`config.mk`:
```
export PLATFORM = sky130hd
export DESIGN_NAME = gpio_port_flat
export DESIGN_NICKNAME = d
export VERILOG_FILES = /design/src/rtl/gpio_port_if.sv /design/src/rtl/gpio_port.sv /design/src/flat_wrapper.sv
export SDC_FILE = /design/constraint.sdc
export NUM_CORES = 1
export LEC_CHECK = 0
export CELL_PAD_IN_SITES_DETAIL_PLACEMENT = 1
export CELL_PAD_IN_SITES_GLOBAL_PLACEMENT = 2
export CORE_UTILIZATION = 26
export CTS_CLUSTER_DIAMETER = 60
export DETAILED_ROUTE_END_ITERATION = 10
export PLACE_DENSITY_LB_ADDON = 0.1
export RECOVER_POWER = 100
export SLEW_MARGIN = 0
export SYNTH_ARGS = -nofsm -noshare
export SYNTH_HDL_FRONTEND = slang
export SYNTH_SLANG_ARGS = --single-unit
```
`constraint.sdc`:
```
create_clock -name clk -period 3.3 [get_ports clk]
set_input_delay 0.495 -clock clk [delete_from_list [all_inputs] [get_ports clk]]
set_output_delay 0.495 -clock clk [all_outputs]
set_load 0.01 [all_outputs]
```
`src/rtl/gpio_port_if.sv`:
```
// gpio_port_if: register-bus interface for gpio_port.
//   sel   - access strobe, one cycle per access
//   we    - 1 = write, 0 = read (qualified by sel)
//   addr  - register select: 0 IN, 1 OUT, 2 EDGE, 3 IRQ_EN
//   wdata - write data
//   rdata - registered read data
interface gpio_port_if;
  logic        sel;
  logic        we;
  logic [1:0]  addr;
  logic [31:0] wdata;
  logic [31:0] rdata;

  modport master (output sel, output we, output addr, output wdata, input rdata);
  modport slave  (input sel, input we, input addr, input wdata, output rdata);
endinterface

```
`src/rtl/gpio_port.sv`:
```
// gpio_port: debounced GPIO input port with rising-edge capture, output
// register and a level interrupt, accessed over a simple register bus.
//   clk     - clock, all state changes on its rising edge
//   rst     - synchronous active-high reset
//   gpio_i  - asynchronous input pins (IN_W)
//   gpio_o  - output pins, driven from the OUT register (OUT_W)
//   bus     - gpio_port_if.slave: sel/we/addr/wdata in, rdata out
//   irq     - registered OR(EDGE & IRQ_EN)
// Build option: define GPIO_DEBOUNCE_EN to build the per-bit debounce
// counters; when undefined the stable vector is the synchroniser output.
module gpio_port #(
  parameter int unsigned IN_W       = 8,
  parameter int unsigned OUT_W      = 9,
  parameter int unsigned DEB_CYCLES = 16
) (
  input  logic             clk,
  input  logic             rst,
  input  logic [IN_W-1:0]  gpio_i,
  output logic [OUT_W-1:0] gpio_o,
  gpio_port_if.slave       bus,
  output logic             irq
);

  localparam int unsigned DATA_W = 32;

  // Parameter range guard, evaluated at elaboration.
  if (DEB_CYCLES < 2 || DEB_CYCLES > 65535 || IN_W > DATA_W || OUT_W > DATA_W) begin : g_param_chk
    $error("gpio_port: parameter out of range");
  end

  logic [IN_W-1:0]  sync1;
  logic [IN_W-1:0]  stable;
  logic [IN_W-1:0]  stable_nxt_c;
  logic [IN_W-1:0]  edge_q;
  logic [IN_W-1:0]  edge_nxt_c;
  logic [IN_W-1:0]  edge_clr_c;
  logic [IN_W-1:0]  irq_en;
  logic [OUT_W-1:0] out_q;
  logic [DATA_W-1:0] rd_mux_c;
  logic             wr_c;
  logic             rd_c;

  // Upper wdata bits are intentionally ignored.
  logic unused_wdata_c;
  assign unused_wdata_c = ^bus.wdata;

  assign wr_c   = bus.sel & bus.we;
  assign rd_c   = bus.sel & ~bus.we;
  assign gpio_o = out_q;

`ifdef GPIO_DEBOUNCE_EN
  localparam int unsigned CNT_W = 16;
  localparam logic [CNT_W-1:0] CNT_LAST = CNT_W'(DEB_CYCLES - 1);

  logic [IN_W-1:0]  sync2;
  logic [CNT_W-1:0] cnt     [IN_W];
  logic [CNT_W-1:0] cnt_nxt_c [IN_W];

  // Per-bit debounce: count while sync2 disagrees with stable, accept at CNT_LAST.
  always_comb begin
    stable_nxt_c = stable;
    for (int i = 0; i < int'(IN_W); i++) begin
      cnt_nxt_c[i] = '0;
      if (sync2[i] != stable[i]) begin
        if (cnt[i] == CNT_LAST) begin
          stable_nxt_c[i] = sync2[i];
        end else begin
          cnt_nxt_c[i] = cnt[i] + CNT_W'(1);
        end
      end
    end
  end

  // Second synchroniser stage and debounce counters.
  always_ff @(posedge clk) begin
    if (rst) begin
      sync2 <= '0;
      for (int i = 0; i < int'(IN_W); i++) cnt[i] <= '0;
    end else begin
      sync2 <= sync1;
      for (int i = 0; i < int'(IN_W); i++) cnt[i] <= cnt_nxt_c[i];
    end
  end
`else
  // No debounce: the stable register itself is the second synchroniser flop.
  assign stable_nxt_c = sync1;
`endif

  // W1C clear from the bus; a simultaneous rising edge wins.
  assign edge_clr_c = (wr_c && bus.addr == 2'd2) ? bus.wdata[IN_W-1:0] : '0;
  assign edge_nxt_c = (edge_q & ~edge_clr_c) | (stable_nxt_c & ~stable);

  // Read mux, zero-extended to the bus width.
  always_comb begin
    rd_mux_c = '0;
    case (bus.addr)
      2'd0:    rd_mux_c = DATA_W'(stable);
      2'd1:    rd_mux_c = DATA_W'(out_q);
      2'd2:    rd_mux_c = DATA_W'(edge_q);
      default: rd_mux_c = DATA_W'(irq_en);
    endcase
  end

  // Register file, first synchroniser stage, stable vector and irq.
  always_ff @(posedge clk) begin
    if (rst) begin
      sync1     <= '0;
      stable    <= '0;
      edge_q    <= '0;
      irq_en    <= '0;
      out_q     <= '0;
      bus.rdata <= '0;
      irq       <= 1'b0;
    end else begin
      sync1  <= gpio_i;
      stable <= stable_nxt_c;
      edge_q <= edge_nxt_c;
      irq    <= |(edge_q & irq_en);
      if (wr_c && bus.addr == 2'd1) out_q  <= bus.wdata[OUT_W-1:0];
      if (wr_c && bus.addr == 2'd3) irq_en <= bus.wdata[IN_W-1:0];
      if (rd_c) bus.rdata <= rd_mux_c;
    end
  end

endmodule

```
`src/flat_wrapper.sv`:
```
// flat-port wrapper written by rule: the top's interface ports become plain ports
module gpio_port_flat 
#(
  parameter int unsigned IN_W       = 8,
  parameter int unsigned OUT_W      = 9,
  parameter int unsigned DEB_CYCLES = 16
)
  (clk, rst, gpio_i, gpio_o, irq, bus_sel, bus_we, bus_addr, bus_wdata, bus_rdata);
  gpio_port_if bus_i ();
  input  logic clk;
  input  logic rst;
  input  logic [IN_W-1:0] gpio_i;
  output logic [OUT_W-1:0] gpio_o;
  output logic irq;
  input wire logic [$bits(bus_i.sel)-1:0] bus_sel;
  input wire logic [$bits(bus_i.we)-1:0] bus_we;
  input wire logic [$bits(bus_i.addr)-1:0] bus_addr;
  input wire logic [$bits(bus_i.wdata)-1:0] bus_wdata;
  output wire logic [$bits(bus_i.rdata)-1:0] bus_rdata;
  assign bus_i.sel = bus_sel;
  assign bus_i.we = bus_we;
  assign bus_i.addr = bus_addr;
  assign bus_i.wdata = bus_wdata;
  assign bus_rdata = bus_i.rdata;
  gpio_port #(.IN_W(IN_W), .OUT_W(OUT_W), .DEB_CYCLES(DEB_CYCLES)) u_core (.clk(clk), .rst(rst), .gpio_i(gpio_i), .gpio_o(gpio_o), .bus(bus_i), .irq(irq));
endmodule
```
== Word level (Yosys, flattened, before mapping) ==
Cells that the tools add are included.

* Bitwise operators: 9
* Equal/unequal tests: 3
* Multiplexer cells: 2
* Reduce and logical (&&, ||, !) cells: 5

{| class="wikitable"
|+ Operators with widths
! cell !! number
|-
| $pmux W9 S3 || 1
|-
| $and A8 B8 Y8 || 3
|-
| $not A8 Y8 || 2
|-
| $mux W8 || 1
|-
| $or A8 B8 Y8 || 1
|-
| $reduce_or A8 Y1 || 1
|-
| $eq A2 B2 Y1 const B || 2
|-
| $logic_and A1 B1 Y1 || 3
|-
| $and A1 B1 Y1 || 2
|-
| $eq A2 B1 Y1 const B || 1
|-
| $logic_not A2 Y1 || 1
|-
| $not A1 Y1 || 1
|}

* Word-level logic and storage cells: 26
* Output and inout port bits: 42
* Input bits: 46
* Register bits after elaboration: 74

== Longest topological paths before layout ==
Gate-level depths: netlist of the first run.

* Depth in word-level cells: 6
* Depth in mapped cells: 5
* Depth with buffers taken out: 3

== Least setup slack after synthesis of the first run ==
Ideal clock, no wire load.

* Path kind: input -> register
* From: in bus_addr[1]
* To: reg u_core.bus.rdata[3]
* Buffers on the path: 1
* Stages on the path: 4
* Slack: 1.909 ns
* Data arrival time: 1.263 ns
* Setup time: 0.128 ns
* Required time: 3.172 ns
* Path through: buf_6 -> mux4_2 -> mux2i_1 -> nor2_1

* Word-level cells in the longest chain between the ends: 2
* Elaborated cells between the ends (all ways): 4
* Those cells by class: eq/ne: 2; mux: 1; reduce/logical: 1

{| class="wikitable"
|+ RTL lines
! item !! line !! text
|-
| start, declared || flat_wrapper.sv:17 || <nowiki>input wire logic [$bits(bus_i.addr)-1:0] bus_addr;</nowiki>
|-
| $eq A2 B2 Y1 (tied with other cells) || gpio_port.sv:96 || <nowiki>case (bus.addr)</nowiki>
|-
| $pmux W9 S3 * || gpio_port.sv:96 ||
|-
| end signal, assigned || gpio_port.sv:121 || <nowiki>if (rd_c) bus.rdata <= rd_mux_c;</nowiki>
|-
| end, declared || gpio_port_if.sv:15 || <nowiki>modport slave (input sel, input we, input addr, input wdata, output rdata);</nowiki>
|}

Every way passes the cells marked *; elsewhere a longest branch is shown, timed or not.
A chain may end at the register's enable or synchronous reset.

== Final worst setup path of the first run ==
* From: in rst
* To: reg u_core.irq

{| class="wikitable"
|+ RTL lines
! item !! line !! text
|-
| start, declared || flat_wrapper.sv:11 || <nowiki>input logic rst;</nowiki>
|-
| end signal, assigned || gpio_port.sv:118 || <nowiki>irq <= |(edge_q & irq_en);</nowiki>
|-
| end, declared || gpio_port.sv:21 || <nowiki>output logic irq</nowiki>
|}

No word-level cell between the ends.

==> summary.txt, run 1 <==
STA
  – RSZ-0062 raised after global routing: false
  – Part of the cycle the worst path needs: 66.41%
  – Post-layout min period: ~2.2 ns
  – Setup TNS: 0 ns
  – Fmax: 0.4563 GHz
  – Final Skew: ~0.011 ns
  – Slew margin rel.: -55.33%
  – Minimum hold slack: 0.4548 ns
  – Slew of the pin with the lowest slew margin: 2.330 ns
  – Endpoints failing hold: 0
  – Final setup viols: 0
  – Max-slew violations: between 50 and 60

Power and ir drop
  – Pwr dens: between 400 and 500 mW/mm²
  – VDD IR-drop max: about 0.00016 V
  – Power Total: 1.171 mW
  – Lkg Pwr: 1.091 nW

CTS
  – Post-CTS Setup Bufs: 0
  – Root buffer cell: clkbuf_8
  – CTS Hold Bufs: 0
  – Clock transition at path regs: 0.10 ns
  – Htree depth: 2
  – Clock Tree Buf Depth: 2
  – CTS tree: done
  – Clk sinks: 51
  – TritonCTS buffer count: 5
  – Worst-skew pair later-pin latency: 0.30 ns
  – Post-cts repair resize count: 0

Setup path
  – Startpoint Class: input port
  – Crit path buf inv count: 1
  – Cell chain of the critical path: clkbuf_1 -> a41oi_1
  – CP max stage delay: roughly 1.6 ns
  – Crit path max-delay family: buffers and inverters
  – Worst Setup Path Type: in -> reg
  – Crit. End Element: flop
  – Worst EP required: 3.36 ns
  – Arr. time, crit path: 2.26 ns
  – Crit-path max FO: 51
  – Flop-to-flop setup slack: 2.05 ns
  – Crit path max-delay cell type: clkbuf_1

Routing
  – DR pass1 iterations: 4
  – Vias per inst: approximately 4.2
  – Via count: roughly 1500
  – Remaining antenna violation count after routing: 0
  – Detailed Route WL: around 5000 µm
  – Initial DRC Count: 99
  – WL/cell: around 14 µm
  – Post-route DRC: 0

Yosys
  – Warning count from the yosys run: 0
  – Syn avg cell area: ~9.6 µm²
  – Yosys cell types: 23
  – Post-Syn Instances: 223
  – Post-synthesis sequential area ratio: 47.80%
  – Synth Cell Area: about 0.0021 mm²
  – Seq cells post-synth: around 50

Cells and area
  – Area delta synth->final: 24.25%
  – Leading cell types in the layout, fill and taps excluded: 51 x dfxtp_1, 36 x nand2_1, 26 x a21oi_1
  – Fraction of layout cells with a size suffix above 1: 6.818%
  – Antenna cell count: 0
  – # nets final: 309
  – Commonest non-fill, non-tap cell in the layout: dfxtp_1
  – Final Instance Area: roughly 0.0027 mm²

Global route
  – Gr usage total: about an eighth
  – Vias in the first global route: approximately 1500
  – First-pass GRT wire length: around 8000 µm
  – Largest net degree at the start of global routing: between 50 and 60
  – Remaining Overflow, GRT: 0
  – Antenna violations before repair: 0

Placement
  – DP Wirelength: 3437 µm
  – GPL Wtd Cong: 0.6799
  – Port bufs: 41
  – Cell area after placement: around 0.0026 mm²

Outcome
  – Status: finished, violations left
  – Failing checks: max-capacitance violations, max-slew violations

Min path
  – Hold crit path type: reg -> reg

Floorplan
  – Cell Rows: 32
  – I/O pins: 88
  – Core area: 0.007848 mm²
  – Die width: 92.64 µm
  – Die area: 0.008581 mm²
  – Die height: about 93 µm
  – Initial core utilization: a little over a quarter

Job
  – Max_cap viols: 1
-- per-stage QoR --
stage / worst slack, ns / util [%] / cells
after floorplan: 1.909 / - / 245
after global placement: 0.8381 / 32.51 / 358
after detailed placement: 0.8451 / 32.51 / 358
after CTS: 1.175 / 33.83 / 366
after global routing: 0.7983 / 33.82 / 366
final: 1.108 / 33.82 / 366
-- worst paths after layout --
kind                                    startpoint                               end  depth (start not counted)
setup / recovery                               rst             u_core.irq$_SDFF_PP0_                          2
hold / removal    u_core.bus.rdata[8]$_SDFFE_PP0P_  u_core.bus.rdata[8]$_SDFFE_PP0P_                          2
setup reg to reg       u_core.edge_q[1]$_SDFF_PP0_  u_core.bus.rdata[1]$_SDFFE_PP0P_                          3
hold reg to reg   u_core.bus.rdata[8]$_SDFFE_PP0P_  u_core.bus.rdata[8]$_SDFFE_PP0P_                          2
-- synth_stat cells --
master | n | area, µm²
and4b_1 | 1 | 10.01
and4_2 | 1 | 10.01
nand4b_1 | 2 | 17.52
mux4_2 | 5 | 112.6
nor2_1 | 8 | 30.03
buf_2 | 4 | 20.02
nand2_1 | 36 | 135.1
a41oi_1 | 1 | 8.760
inv_1 | 8 | 30.03
a21oi_1 | 26 | 130.1
nand4_1 | 1 | 6.260
nand2b_1 | 9 | 56.30
nor2b_1 | 16 | 100.1
conb_1 | 1 | 3.750
buf_6 | 1 | 11.26
mux4_1 | 3 | 78.83
o21ai_0 | 8 | 40.04
a22oi_1 | 4 | 30.03
mux2i_1 | 8 | 80.08
and4bb_2 | 1 | 12.51
buf_4 | 23 | 172.7
dfxtp_1 | 51 | 1021
clkbuf_1 | 5 | 18.77
-- sequential cells by signal, indices dropped and copies added (netlist names) --
name	count
u_core.irq_en	8
u_core.gpio_o	9
u_core.stable	8
u_core.stable_nxt_c	8
u_core.irq	1
u_core.edge_q	8
u_core.bus.rdata	9
-- cells by family after synthesis --
kind of cell | count (synthesis) | synth area share, %
multiplexers | 16 | 12.71
AO/OA/AOI/OAI | 39 | 9.783
flip-flops | 51 | 47.80
AND/OR/NAND/NOR | 75 | 17.69
buffers and inverters | 41 | 11.83
other | 1 | 0.1756
-- per-layer routing --
metal	GRT usage, %	routed length, µm	vias to the layer above
met5	0	0	-
met4	3.077	36	0
met3	3.120	216	2
met2	18.33	2179	37
met1	17.63	2524	726
li1	-	-	782
-- layout make-up --
| class | count | area [µm²] |
|---|---|---|
| well taps | 102 | 127.6 |
| flip-flops and latches | 51 | 1021 |
| inverters | 8 | 30.03 |
| clock inverters | 1 | 7.507 |
| fillers | 932 | 5194 |
| multi-input cells | 153 | 944.7 |
| clock buffers | 7 | 96.34 |
| repair buffers | 44 | 426.7 |
-- report_power, final --
| part | internal (mW) | switching [mW] |
|---|---|---|
| registers | 0.638 | 0.0131 |
| logic | 0.0590 | 0.0612 |
| clock network | 0.191 | 0.209 |
| total | 0.888 | 0.283 |
Note: power is estimated with default switching activity, not from simulation.
==> run 2: changes to the inputs <==
CORE_UTILIZATION = 24   (was 26)
clock period = 2.06 ns   (was 3.3 ns; I/O delays follow)
==> run 2 against run 1 <==
Against the previous run: the flow now finishes without violations; count of clock-buffer cells in the layout up 1; power up 60%; clock skew down 0.0047 ns; flip-flop and latch count unchanged; clock power up 58%; worst setup slack worse by 0.74 ns; hold slack better by 0.010 ns; highest routed layer unchanged.
==> summary.txt, run 2 (synthesis results as in run 1) <==
Outcome
  – Status: completed

Cells and area
  – Area delta synth->final: 27.36%
  – Filler instances: 1026 (+10%)
  – # nets final: 318 (+2.9%)
  – Fraction of layout cells with a size suffix above 1: 8.059% (+1.2 points)
  – Commonest non-fill, non-tap cell in the layout: dfxtp_1
  – Antenna cell count: 0 (unchanged)
  – Leading cell types in the layout, fill and taps excluded: 51 x dfxtp_1, 36 x nand2_1, 26 x a21oi_1

Global route
  – Remaining Overflow, GRT: 0 (unchanged)
  – Largest net degree at the start of global routing: 36 (-31%)
  – Gr usage total: 12.05% (-0.25 points)
  – First-pass GRT wire length: 8128 µm (+1.5%)
  – Antenna violations before repair: 0 (unchanged)
  – Vias in the first global route: 1514 (+1.9%)

STA
  – Max-slew violations: 0 (-100%)
  – Slew margin rel.: 42.69% (+98 points)
  – Post-layout min period: 1.688 ns
  – Setup TNS: 0 ns (unchanged)
  – Slew of the pin with the lowest slew margin: 0.8597 ns (-1.470 ns)
  – Final Skew: 0.006442 ns (-0.004713 ns)
  – Endpoints failing hold: 0 (unchanged)
  – Final setup viols: 0 (unchanged)
  – RSZ-0062 raised after global routing: false
  – Part of the cycle the worst path needs: ~82%
  – Fmax: between 0.5 and 0.6 GHz
  – Post-route setup slack: 0.3723 ns (-0.7360 ns)

Power and ir drop
  – VDD IR-drop max: 0.0002576 V (+65%)
  – Pwr dens: 689.8 mW/mm² (+56%)
  – Lkg Pwr: 1.127 nW (+3.3%)
  – Power Total: 1.876 mW (+60%)

Setup path
  – Crit. End Element: flop
  – Reg2Reg Depth: 3 (unchanged)
  – Crit path max-delay cell type: mux4_1
  – Worst Setup Path Type: in -> reg
  – Crit path max-delay family: multiplexers
  – R2R Path Start: u_core.edge_q[1]$_SDFF_PP0_
  – Arr. time, crit path: 1.85 ns (-0.41 ns)
  – CP max stage delay: 0.60 ns (-1.03 ns)
  – Crit-path max FO: 14 (-73%)
  – Cell chain of the critical path: dlygate4sd3_1 -> buf_12 -> mux4_1 -> mux2i_1 -> nor2_1
  – Crit path buf inv count: 2 (+1)
  – FF-to-FF End: u_core.bus.rdata[1]$_SDFFE_PP0P_
  – Flop-to-flop setup slack: 0.84 ns (-1.21 ns)
  – Worst EP required: 2.23 ns (-1.13 ns)
  – Startpoint Class: input port

Floorplan
  – I/O pins: 88 (unchanged)
  – Die height: 96.34 µm (+4.0%)
  – Die area: 0.009280 mm² (+8.1%)
  – Initial core utilization: 24.61% (-2.6 points)
  – Die width: 96.34 µm (+4.0%)
  – Cell Rows: 34 (+6.3%)
  – Core area: 0.008678 mm² (+11%)

CTS
  – Htree depth: 2 (unchanged)
  – Clock transition at path regs: 0.09 ns (about the same)
  – CTS Hold Bufs: 0 (unchanged)
  – Clk sinks: 51 (unchanged)
  – Clock Tree Buf Depth: 2 (unchanged)
  – Post-cts repair resize count: 0 (unchanged)
  – Root buffer cell: clkbuf_8
  – CTS tree: done
  – Worst-skew pair later-pin latency: 0.30 ns (about the same)
  – TritonCTS buffer count: 5 (unchanged)
  – Post-CTS Setup Bufs: 0 (unchanged)

Routing
  – Vias per inst: 4.215 (-0.27%)
  – Via count: 1606 (+3.8%)
  – WL/cell: 13.64 µm (+0.71%)
  – DR pass1 iterations: 3 (-1)
  – Post-route DRC: 0 (unchanged)
  – Detailed Route WL: 5196 µm (+4.8%)
  – Initial DRC Count: 39 (-61%)
  – Remaining antenna violation count after routing: 0 (unchanged)

Placement
  – DP Wirelength: 3820 µm (+11%)
  – Port bufs: 41 (unchanged)
  – GPL Wtd Cong: 0.6818 (+0.28%)
  – Worst slack, placed: 0.1329 ns (-0.7122 ns)

Min path
  – Hold-critical path endpoint: u_core.edge_q[7]$_SDFF_PP0_
  – Hold Path Origin: u_core.stable_nxt_c[7]$_SDFF_PP0_
  – Worst hold stages: 2 (unchanged)
  – Hold crit path type: reg -> reg

Job
  – Max_cap viols: 0 (-1)
==> run 2: power by group <==
part	leakage (nW)	switching [mW]	internal (mW)	total [mW]
clock	0.0515	0.324	0.307	0.632
combinational	0.659	0.102	0.0997	0.202
sequential	0.417	0.0213	1.02	1.04
==> run 2: worst max-delay path by stage <==
| stage | cells past startpoint | slack, ns | from | endpoint |
|---|---|---|---|---|
| floorplan | 4 | 0.86 | bus_addr[1] | u_core.bus.rdata[3]$_SDFFE_PP0P_ |
| global placement | 5 | 0.14 | bus_addr[1] | u_core.bus.rdata[1]$_SDFFE_PP0P_ |
| detailed placement | 5 | 0.13 | bus_addr[1] | u_core.bus.rdata[1]$_SDFFE_PP0P_ |
| CTS | 5 | 0.47 | bus_addr[1] | u_core.bus.rdata[1]$_SDFFE_PP0P_ |
| global route | 3 | 0.29 | rst | u_core.stable[3]$_SDFF_PP0_ |
| finish | 5 | 0.37 | bus_addr[1] | u_core.bus.rdata[1]$_SDFFE_PP0P_ |
==> run 2: worst min-delay path, stage by stage, from the launching register on <==
cell and delay [ns]:
dfxtp_1 0.32, nand2b_1 0.06, a21oi_1 0.05
==> run 2: stage by stage <==
stage | std cells | utilization, % | hold WS, ns | cell area, µm²
2_1_floorplan | 245 | - | 0.3806 | 2218
3_3_place_gp | 373 | 30.55 | 0.4430 | 2651
3_5_place_dp | 373 | 30.55 | 0.4547 | 2651
4_1_cts | 381 | 31.70 | 0.4067 | 2751
5_1_grt | 381 | 31.34 | 0.4881 | 2720
6_report | 381 | 31.34 | 0.4651 | 2720
==> run 2: layer usage <==
metal,global-route usage [%],vias up,wire length [µm]
met2,18.56,39,2306
met4,4.044,0,66
met1,16.40,766,2600
li1,-,796,-
met5,0,-,0
met3,2.923,5,222
==> run 2: layout make-up <==
class	instances	area, µm²	area share (%)
Timing Repair Buffer	53	489.2	17.99
Tap cell	108	135.1	4.968
Inverter	8	30.03	1.104
Clock buffer	8	100.1	3.680
Sequential cell	51	1021	37.53
Multi-Input combinational cell	153	944.7	34.73
==> run 3: changes to the inputs <==
clock period = 1.7 ns   (was 2.06 ns; I/O delays follow)
==> run 3 against run 2 <==
Against the previous run: sequential power up 21%; register-to-register slack worse by 0.35 ns; worst setup slack worse by 0.25 ns; largest power group unchanged.
==> summary.txt, run 3 (synthesis results as in run 1) <==
CTS
  – TritonCTS buffer count: 5 (unchanged)
  – Post-cts repair resize count: 0 (unchanged)
  – Clk sinks: 51 (unchanged)
  – Clock transition at path regs: 0.09 ns (about the same)
  – CTS Hold Bufs: 0 (unchanged)
  – Worst-skew pair later-pin latency: 0.31 ns (about the same)
  – Root buffer cell: clkbuf_8
  – Htree depth: 2 (unchanged)
  – CTS tree: done
  – Clock Tree Buf Depth: 2 (unchanged)
  – Post-CTS Setup Bufs: 0 (unchanged)

Routing
  – DR pass1 iterations: 4 (+1)
  – Post-route DRC: 0 (unchanged)
  – Detailed Route WL: 5272 µm (+1.5%)
  – Via count: 1619 (+0.81%)
  – WL/cell: 13.69 µm (+0.41%)
  – Remaining antenna violation count after routing: 0 (unchanged)
  – Vias per inst: 4.205 (-0.24%)
  – Initial DRC Count: 51 (+31%)

Cells and area
  – Multi-input gate area: 943.4 µm² (-0.13%)
  – Leading cell types in the layout, fill and taps excluded: 51 x dfxtp_1, 36 x nand2_1, 26 x a21oi_1
  – Fraction of layout cells with a size suffix above 1: 9.386% (+1.3 points)
  – Area delta synth->final: 28.47%
  – Commonest non-fill, non-tap cell in the layout: dfxtp_1
  – Antenna cell count: 0 (unchanged)
  – Register area: 0.001021 mm² (unchanged)
  – Filler instances: 1041 (+1.5%)
  – # nets final: 323 (+1.6%)

Setup path
  – Crit-path max FO: 14 (unchanged)
  – Startpoint Class: input port
  – Arr. time, crit path: 1.74 ns (-0.11 ns)
  – Cell chain of the critical path: clkdlybuf4s50_1 -> buf_12 -> mux4_1 -> mux2i_1 -> nor2_1
  – Worst EP required: 1.87 ns (-0.36 ns)
  – Crit path max-delay family: multiplexers
  – Crit path buf inv count: 2 (unchanged)
  – Worst Setup Path Type: in -> reg
  – Crit path max-delay cell type: mux4_1
  – CP max stage delay: 0.61 ns (about the same)
  – Crit. End Element: flop

STA
  – Slew of the pin with the lowest slew margin: 0.8634 ns (+0.003735 ns)
  – Max-slew violations: 0 (unchanged)
  – RSZ-0062 raised after global routing: false
  – Final setup viols: 0 (unchanged)
  – Post-layout min period: 1.574 ns
  – Slew margin rel.: 42.44% (-0.25 points)
  – Endpoints failing hold: 0 (unchanged)
  – Fmax: 0.6355 GHz
  – Final Skew: 0.006311 ns (-0.0001312 ns)
  – Setup TNS: 0 ns (unchanged)
  – Part of the cycle the worst path needs: around 90%

Global route
  – Most crowded layer after global routing: met2
  – Met1 usage: 17.35% (+0.95 points)
  – Routing usage on met2: 19.68% (+1.1 points)
  – Largest net degree at the start of global routing: 23 (-36%)
  – Grt met3 use: 3.081% (+0.16 points)
  – Gr usage total: 12.66% (+0.62 points)
  – Remaining Overflow, GRT: 0 (unchanged)
  – Antenna violations before repair: 0 (unchanged)
  – Vias in the first global route: 1631 (+7.7%)
  – First-pass GRT wire length: 8500 µm (+4.6%)

Floorplan
  – Die area: 0.009280 mm² (unchanged)
  – Initial core utilization: 24.61% (unchanged)
  – Die width: 96.34 µm (unchanged)
  – Core area: 0.008678 mm² (unchanged)
  – I/O pins: 88 (unchanged)
  – Cell Rows: 34 (unchanged)
  – Die height: 96.34 µm (unchanged)

Power and ir drop
  – Lkg Pwr: 1.143 nW (+1.4%)
  – Net switching power: 552.8 µW (+23%)
  – Pwr dens: 816.4 mW/mm² (+18%)
  – Power share of the clock group: 32.3% (-1.4 points)
  – Power Total: 2.240 mW (+19%)
  – VDD IR-drop max: 0.0002994 V (+16%)
  – Reg power frac: 56.4% (+0.8 points)
  – Sw Ratio: 24.68% (+0.82 points)
  – Internal power: 1.687 mW (+18%)
  – Combinational power share: 11.3% (+0.5 points)

Placement
  – Port bufs: 41 (unchanged)
  – DP Wirelength: 3861 µm (+1.1%)
  – GPL Wtd Cong: 0.6849 (+0.45%)

Outcome
  – Status: completed

Job
  – Max_cap viols: 0 (unchanged)

Min path
  – Hold crit path type: in -> reg
==> run 3: changes by cell type in the layout (fill, tap and decap cells not counted), sizes merged <==
cell,change
buf,+5
clkdlybuf4s50,+3
dlygate4sd3,-3
clkbuf,-2
clkinv,+1
==> run 3: per-stage QoR <==
step                      util [%]  hold WS [ns]  area (µm²)  worst slack (ns)  cells
after floorplan                  -        0.3266        2218            0.5491    245
after global placement       30.84        0.4439        2676           -0.1556    378
after detailed placement     30.84        0.4526        2676           -0.1824    378
after CTS                    31.85        0.3007        2764            0.1532    385
after global routing         31.62        0.4445        2744           0.03818    385
final                        31.62        0.4192        2744            0.1264    385
==> run 3: cell type report <==
cell class	instances	share of cell area [%]
clock buffers	6	3.010
well taps	108	4.925
flip-flops and latches	51	37.21
repair buffers	58	19.20
multi-input cells	153	34.38
clock inverters	1	0.1824
inverters	8	1.094
==> run 3: worst paths after layout <==
check,start,to,slack [ns],depth (start not counted)
setup / recovery,bus_addr[1],u_core.bus.rdata[0]$_SDFFE_PP0P_,0.13,5
hold / removal,rst,u_core.stable[2]$_SDFF_PP0_,0.42,2
setup reg to reg,u_core.gpio_o[0]$_SDFFE_PP0P_,u_core.bus.rdata[0]$_SDFFE_PP0P_,0.49,3
hold reg to reg,u_core.bus.rdata[8]$_SDFFE_PP0P_,u_core.bus.rdata[8]$_SDFFE_PP0P_,0.46,2
==> run 3: power by group through the flow <==
stage / Sequential [mW] / Combinational [mW] / Clock (mW)
6_report: 1.26 / 0.253 / 0.723
5_1_grt: 1.27 / 0.284 / 0.818
4_1_cts: 1.26 / 0.267 / 0.753
3_5_place_dp: 1.29 / 0.266 / 0
3_3_place_gp: 1.29 / 0.264 / 0
2_1_floorplan: 1.29 / 0.170 / 0
==> run 3: metal layers <==
layer	wire (µm)	up-vias	part of all wire, %
met4	63	0	1.2
li1	-	805	-
met3	209	5	4.0
met5	0	-	0
met1	2627	769	50
met2	2371	40	45
